### config.mk
export PLATFORM = sky130hd
export DESIGN_NAME = obfuscation_controller
export DESIGN_NICKNAME = d
export VERILOG_FILES = /design/src/rtl/obfuscation_controller.sv
export SDC_FILE = /design/constraint.sdc
export NUM_CORES = 1
export LEC_CHECK = 0
export BUFFER_PORTS_ARGS = -buffer_cell sky130_fd_sc_hd__buf_2
export CAP_MARGIN = 20
export CORE_MARGIN = 2
export CORE_UTILIZATION = 40
export DETAILED_ROUTE_END_ITERATION = 10
export PLACE_DENSITY = 0.79
export SLEW_MARGIN = 15
export SYNTH_ARGS = -nofsm -noshare
export SYNTH_HDL_FRONTEND = slang
export SYNTH_SLANG_ARGS = --single-unit
### constraint.sdc
create_clock -name clk_i -period 2.23 [get_ports clk_i]
set_clock_uncertainty 0.15 [all_clocks]
set_input_delay 0.446 -clock clk_i [delete_from_list [all_inputs] [get_ports clk_i]]
set_output_delay 0.446 -clock clk_i [all_outputs]
set_load 0.01 [all_outputs]
### src/rtl/obfuscation_controller.sv
// rtl/obfuscation_controller.sv - key loading and stream sequencer for the static-obfuscation datapath
module obfuscation_controller #(
    parameter int DATA_W       = 64,
    parameter int KEY_BYTES    = DATA_W / 8,
    parameter int IDLE_TIMEOUT = 1000,
    parameter int CNT_W        = 16
) (
    input  logic              clk_i,
    input  logic              rst_ni,
    input  logic [7:0]        key_byte_i,
    input  logic              key_byte_valid_i,
    input  logic              key_clear_i,
    input  logic [DATA_W-1:0] in_data_i,
    input  logic              in_valid_i,
    output logic              in_ready_o,
    output logic [DATA_W-1:0] out_data_o,
    output logic              out_valid_o,
    input  logic              out_ready_i,
    output logic              obf_en_o,
    output logic [DATA_W-1:0] obf_key_o,
    output logic [DATA_W-1:0] obf_data_in_o,
    input  logic [DATA_W-1:0] obf_data_out_i,
    output logic [1:0]        state_o,
    output logic [CNT_W-1:0]  word_count_o
);
    typedef enum logic [1:0] {
        ST_LOCKED  = 2'b00,
        ST_LOADING = 2'b01,
        ST_ACTIVE  = 2'b10
    } state_e;

    localparam int IDX_W  = (KEY_BYTES > 1) ? $clog2(KEY_BYTES) : 1;
    localparam int IDLE_W = (IDLE_TIMEOUT > 1) ? $clog2(IDLE_TIMEOUT) : 1;
    localparam logic [IDX_W-1:0]  LAST_IDX  = IDX_W'(KEY_BYTES - 1);
    localparam logic [IDLE_W-1:0] IDLE_LAST = IDLE_W'((IDLE_TIMEOUT > 0) ? IDLE_TIMEOUT - 1 : 0);

    state_e              state_q;
    logic [DATA_W-1:0]   key_q;
    logic [IDX_W-1:0]    idx_q;
    logic [DATA_W-1:0]   out_data_q;
    logic                out_valid_q;
    logic [CNT_W-1:0]    word_count_q;
    logic [IDLE_W-1:0]   idle_q;

    logic active;
    logic accept;
    logic timeout_hit;
    logic relock;

    assign active      = (state_q == ST_ACTIVE);
    // A single output register: a new word may enter whenever the held one leaves this cycle.
    assign in_ready_o  = active & (~out_valid_q | out_ready_i);
    assign accept      = in_valid_i & in_ready_o;
    // A pending output word does not count as activity; only accepted inputs keep the key alive.
    assign timeout_hit = (IDLE_TIMEOUT != 0) && active && !accept && (idle_q == IDLE_LAST);
    assign relock      = key_clear_i | timeout_hit;

    // The key is gated off outside ACTIVE so a partially loaded key never reaches the datapath.
    assign obf_en_o      = active;
    assign obf_key_o     = active ? key_q : '0;
    assign obf_data_in_o = in_data_i;
    assign out_data_o    = out_data_q;
    assign out_valid_o   = out_valid_q;
    assign state_o       = state_q;
    assign word_count_o  = word_count_q;

    // Key assembly FSM, output register, word counter and idle timer; relock overrides everything.
    always_ff @(posedge clk_i or negedge rst_ni) begin
        if (!rst_ni) begin
            state_q      <= ST_LOCKED;
            key_q        <= '0;
            idx_q        <= '0;
            out_data_q   <= '0;
            out_valid_q  <= 1'b0;
            word_count_q <= '0;
            idle_q       <= '0;
        end else if (relock) begin
            state_q      <= ST_LOCKED;
            key_q        <= '0;
            idx_q        <= '0;
            out_valid_q  <= 1'b0;
            word_count_q <= '0;
            idle_q       <= '0;
        end else begin
            case (state_q)
                ST_LOCKED, ST_LOADING: begin
                    if (key_byte_valid_i) begin
                        for (int b = 0; b < KEY_BYTES; b++) begin
                            if (idx_q == IDX_W'(b)) begin
                                key_q[DATA_W-1-8*b -: 8] <= key_byte_i;
                            end
                        end
                        if (idx_q == LAST_IDX) begin
                            state_q <= ST_ACTIVE;
                            idx_q   <= '0;
                        end else begin
                            state_q <= ST_LOADING;
                            idx_q   <= idx_q + IDX_W'(1);
                        end
                    end
                end
                ST_ACTIVE: begin
                    // Key bytes are ignored here; a reload needs an explicit clear first.
                end
                default: begin
                    state_q <= ST_LOCKED;
                end
            endcase

            if (accept) begin
                out_data_q   <= obf_data_out_i;
                out_valid_q  <= 1'b1;
                word_count_q <= word_count_q + CNT_W'(1);
            end else if (out_valid_q && out_ready_i) begin
                out_valid_q  <= 1'b0;
            end

            if (active && (IDLE_TIMEOUT != 0)) begin
                idle_q <= accept ? '0 : idle_q + IDLE_W'(1);
            end else begin
                idle_q <= '0;
            end
        end
    end
endmodule

Word level (Yosys, flattened, before mapping)
Index checks and enable logic that the tools add are counted.

storage, ports and cells
  logic and storage cells = 93
  input bits = 142
  register bits = 160
  output and inout bits = 213

operators by class
  bitwise gates (word level) = 6
  reduce and logical (&&, ||, !) cells = 30
  equality and inequality tests = 12
  mux-type cells = 28
  $add $sub $neg = 3

operator list
  cell                     count
  $mux W64                 4
  $mux W8                  8
  $mux W16                 2
  $mux W10                 3
  $reduce_and A3 Y1        8
  $reduce_bool A2 Y1       11
  $add A16 B1 Y16 const B  1
  $eq A3 B3 Y1 const B     4
  $mux W3                  4
  $add A10 B1 Y10 const B  1
  $eq A10 B10 Y1 const B   1
  $eq A3 B2 Y1 const B     2
  $mux W2                  3
  $reduce_and A2 Y1        3
  $pmux W2 S2              1
  $add A3 B1 Y3 const B    1
  $eq A3 B1 Y1 const B     1
  $logic_and A1 B1 Y1      3
  $logic_not A3 Y1         1
  $mux W1                  3
  $ne A3 B3 Y1 const B     1
  $reduce_bool A3 Y1       1
  $and A1 B1 Y1            2
  $eq A2 B1 Y1 const B     1
  other kinds (7)          9

Longest topological paths before layout
  depth after elaboration = 10
  gate-level depth with buffers = 7
  depth with buffers taken out = 6

Worst setup path before layout
Ideal clock, no wire load.

  kind = flip-flop to output port
  start point = reg state_q[0] (netlist: state_o[0])
  end point = out obf_key_o[46]
  slack = 0.208 ns
  stages on the path, launching flop included = 6
  data required time = 1.634 ns
  arrival = 1.426 ns
  buffers on the path = 3
  path through = dfrtp_1 and2b_4 buf_12 clkbuf_1 clkbuf_1 and2_1

on the way
  cells in the longest elaborated chain, start to end = 2

RTL lines
  item                    line  source
  from (decl)             37    state_e state_q;
  from (signal assigned)  70    state_q <= ST_LOCKED;
  from (signal assigned)  78    state_q <= ST_LOCKED;
  from (signal assigned)  94    state_q <= ST_ACTIVE;
  $eq A2 B2 Y1            50    assign active = (state_q == ST_ACTIVE);
  $mux W64                60    assign obf_key_o = active ? key_q : '0;
  to (decl)               20    output logic [DATA_W-1:0] obf_key_o,

No other way between the ends.

Worst setup path after layout
  start point = reg state_q[0] (netlist: state_o[0])
  end point = out in_ready_o

on the way
  cells in the longest elaborated chain, start to end = 2

RTL lines
  item           line  source
  $eq A2 B2 Y1   50
  $and A1 B1 Y1  52    assign in_ready_o = active & (~out_valid_q | out_ready_i);
  to (decl)      15    output logic in_ready_o,

No other way between the ends.

==> metrics.yaml <==
floorplanning:
  start_util: 0.407
  core_region_area_sq_um: 18700
  ioPinCount: 355
  die_area_sq_um: 20100
  rows: 50
  fp.dieH_um: 142
  die_x_um: 142
synth:
  synth_top_area_frac: 0.526
  synth.distinct_cells: 43
  ys_async_sr_fraction: 1.00
  yosys_warnings: 0
  synth_top_cells_by_count: "160 x dfrtp_1, 89 x nand2_1, 71 x buf_4"
  yosysTopAreaCell: "dfrtp_1"
  synth-edff-count: 0
  syn_avg_cell_area_sq_um: 10.6
  ys_seq_elements: 160
  synth_ff_type: "dfrtp_1"
  synth_cells: 717
  yosysMostFrequentCell: "dfrtp_1"
  synth-seq-area-share: 0.526
  synth_area_leaders: "dfrtp_1 53%, mux2_2 8.7%, buf_4 7.0%"
  synthesis.nets: 867
  synth_area_sq_um: 7610
clock_network:
  clk_latency_ns: 0.42
  root_buffer: "clkbuf_16"
  cts_tree: "built"
  htreeDepth: 4
  cts_buffers: 17
  clock_sinks: 160
  clk_pin_slew_ns: 0.07
  clockBufferDepth: 2
setup_path:
  required_ns: 1.63
  rr_startpoint: "state_o[0]"
  path_class: "register to primary output"
  ff2ff_setup_slack_ns: 0.09
  start_kind: "register"
  path_max_fanout: 8
  rr_endpoint: "idx_q[2]"
  r2r_cells: 7
  endpoint_kind: "primary output"
  critPathArrivalTime_ns: 1.65
timing:
  finalCriticalPeriod_ns: 2.25
  worst_slew_pin_slew_ns: 0.546
  rsz0062_at_grt: "true"
  post-route-period-util: 1.01
  drv_slew: 0
  finalSetupViolCount: 8
  fin_ws_ns: -0.0197
  finalHoldViolations: 0
  slew_headroom: 0.636
  fmax_ghz: 0.445
grt:
  overflow: 0
  antenna_found_initial: 0
  grt_pass1_wl_mm: 29.3
  track_usage: 0.188
  grt_max_degree: 60
  grt_pass1_vias: 5506
power:
  pwr-share-clk: 0.458
  switchingPower_uw: 1480
  p_int_uw: 4630
  power_density_nw_per_um2: 650
  combPwrFrac: 0.056
  seqPwrFrac: 0.487
  ir_worst_vdd_v: 0.000509
  p_leak_uw: 0.00482
  p_sw_frac: 0.242
flow_run:
  drv_cap: 0
finish:
  drive_gt1_frac: 0.419
  diodes: 0
  fill_cells: 1726
  final_core_util: 0.502
  area_growth_pct: 23.5
  final_nets: 1031
placed_design:
  numPortBuffers: 226
  place.gp.congestion: 0.756
  dp_worst_setup_slack_ns: 0.106
  dp_hpwl_mm: 13.2
route:
  wl_per_cell_um: 16.8
  wirelength_mm: 18.9
  drt_first_pass_iters: 6
  vias: 5592
  first_iter_violations: 251
  ant_nets: 0
  vias_per_cell: 4.96
  drc_errors: 0
status:
  status: "finished with violations"
  violations: "setup timing"
min_path:
  worstHoldStart: "obf_data_out_i[0]"
  hp-class: "input port to register"
  worstHoldPathCells: 2
  worstHoldEndpoint: "out_data_o[0]"
-- worst max-delay path by stage --
stage	start	end	slack [ns]	cells past startpoint
CTS	state_o[0]	obf_key_o[20]	-0.08	4
finish	state_o[0]	in_ready_o	-0.02	4
global route	state_o[0]	in_ready_o	-0.09	4
global placement	out_ready_i	out_data_o[53]	0.16	7
floorplan	state_o[0]	obf_key_o[46]	0.21	5
detailed placement	out_ready_i	idx_q[2]	0.11	7
-- worst max-delay path: stages, from the launching register on --
cell and delay (ns):
dfrtp_1 0.40, and2b_4 0.35, buf_6 0.17, and2_1 0.17, buf_2 0.15
-- registers in the layout, indices dropped and copies added (netlist names) --
| signal | count |
|---|---|
| key_q | 64 |
| out_valid_o | 1 |
| out_data_o | 64 |
| word_count_o | 16 |
| idx_q | 3 |
| state_o | 2 |
| idle_q | 10 |
-- power groups by stage --
stage / registers (uW) / clock network (uW) / logic, uW
after floorplan: 3030 / 0 / 252
after global placement: 3020 / 0 / 334
after detailed placement: 3020 / 0 / 342
after CTS: 2970 / 2850 / 345
after global routing: 2970 / 2980 / 381
final: 2970 / 2790 / 340
-- timing repair --
| item | 4_1_cts | 5_1_grt |
|---|---|---|
| resized for setup | 4 | 35 |
| endpoints found under the hold margin | 26 | 0 |
| pin swaps | 0 | 3 |
| cloned | 1 | 1 |
| hold buffers | 1 | 0 |
| buffers inserted | 1 | 0 |
| endpoints found under the setup margin | 65 | 65 |
-- metrics by stage --
step	setup TNS [ns]	power, uW	hold WS [ns]	std cells	cell area [sq um]
after floorplan	0	3280	0.000409	717	7610
after global placement	0	3360	0.187	1092	8610
after detailed placement	0	3370	0.189	1092	8610
after CTS	-2.35	6170	0.0676	1127	9240
after global routing	-3.22	6330	0.0776	1128	9400
final	-0.0953	6100	0.0897	1128	9400
-- final cells by class --
class | count | area [sq um] | share of cell area
Sequential cell | 160 | 4000 | 0.426
Multi-Input combinational cell | 445 | 2940 | 0.313
Timing Repair Buffer | 252 | 1580 | 0.168
Clock buffer | 18 | 429 | 0.0457
Tap cell | 234 | 293 | 0.0312
Clock inverter | 14 | 134 | 0.0142
Inverter | 5 | 18.8 | 0.00200
-- cell usage in the layout, fill, tap and decap left out, types with 2 or more instances in the layout --
cell / count
o31ai_1: 2
xor2_1: 5
mux2_1: 5
buf_2: 207
nand3_1: 24
mux2i_1: 17
and3_1: 6
and2_1: 50
or2_2: 2
inv_1: 5
buf_6: 18
clkbuf_16: 18
nor2_2: 2
o21ai_0: 9
nand2_1: 89
inv_6: 3
clkinv_4: 3
clkinv_2: 2
nand4_1: 5
a21oi_1: 61
nand2b_1: 4
nor2_1: 42
a21oi_2: 2
mux2_2: 59
buf_12: 8
dfrtp_1: 160
and2_4: 16
buf_4: 16
ha_1: 8
or3_1: 9
nand4_4: 2
nor3_1: 4
clkinvlp_4: 4
or4_4: 2
xnor2_1: 7
-- per-layer routing --
metal / routed length (um) / vias up / track usage
met1: 8460 / 2771 / 0.246
met2: 9210 / 166 / 0.297
met5: 0 / - / 0
met4: 187 / 0 / 0.0558
li1: - / 2644 / -
met3: 1060 / 11 / 0.0629
-- cell families (layout without fill, tap and decap cells) --
kind of cell | Yosys count | after routing | share of synthesized area
xor gates and xnor gates | 12 | 12 | 0.0138
muxes | 81 | 81 | 0.117
AOI/OAI and AO/OA | 77 | 77 | 0.0536
buffers and inverters | 112 | 289 | 0.0937
DFF | 160 | 160 | 0.526
adders and majority gates | 8 | 8 | 0.0132
and+or+nand+nor | 267 | 267 | 0.183
No activity file was read; power rests on OpenSTA's default activity.
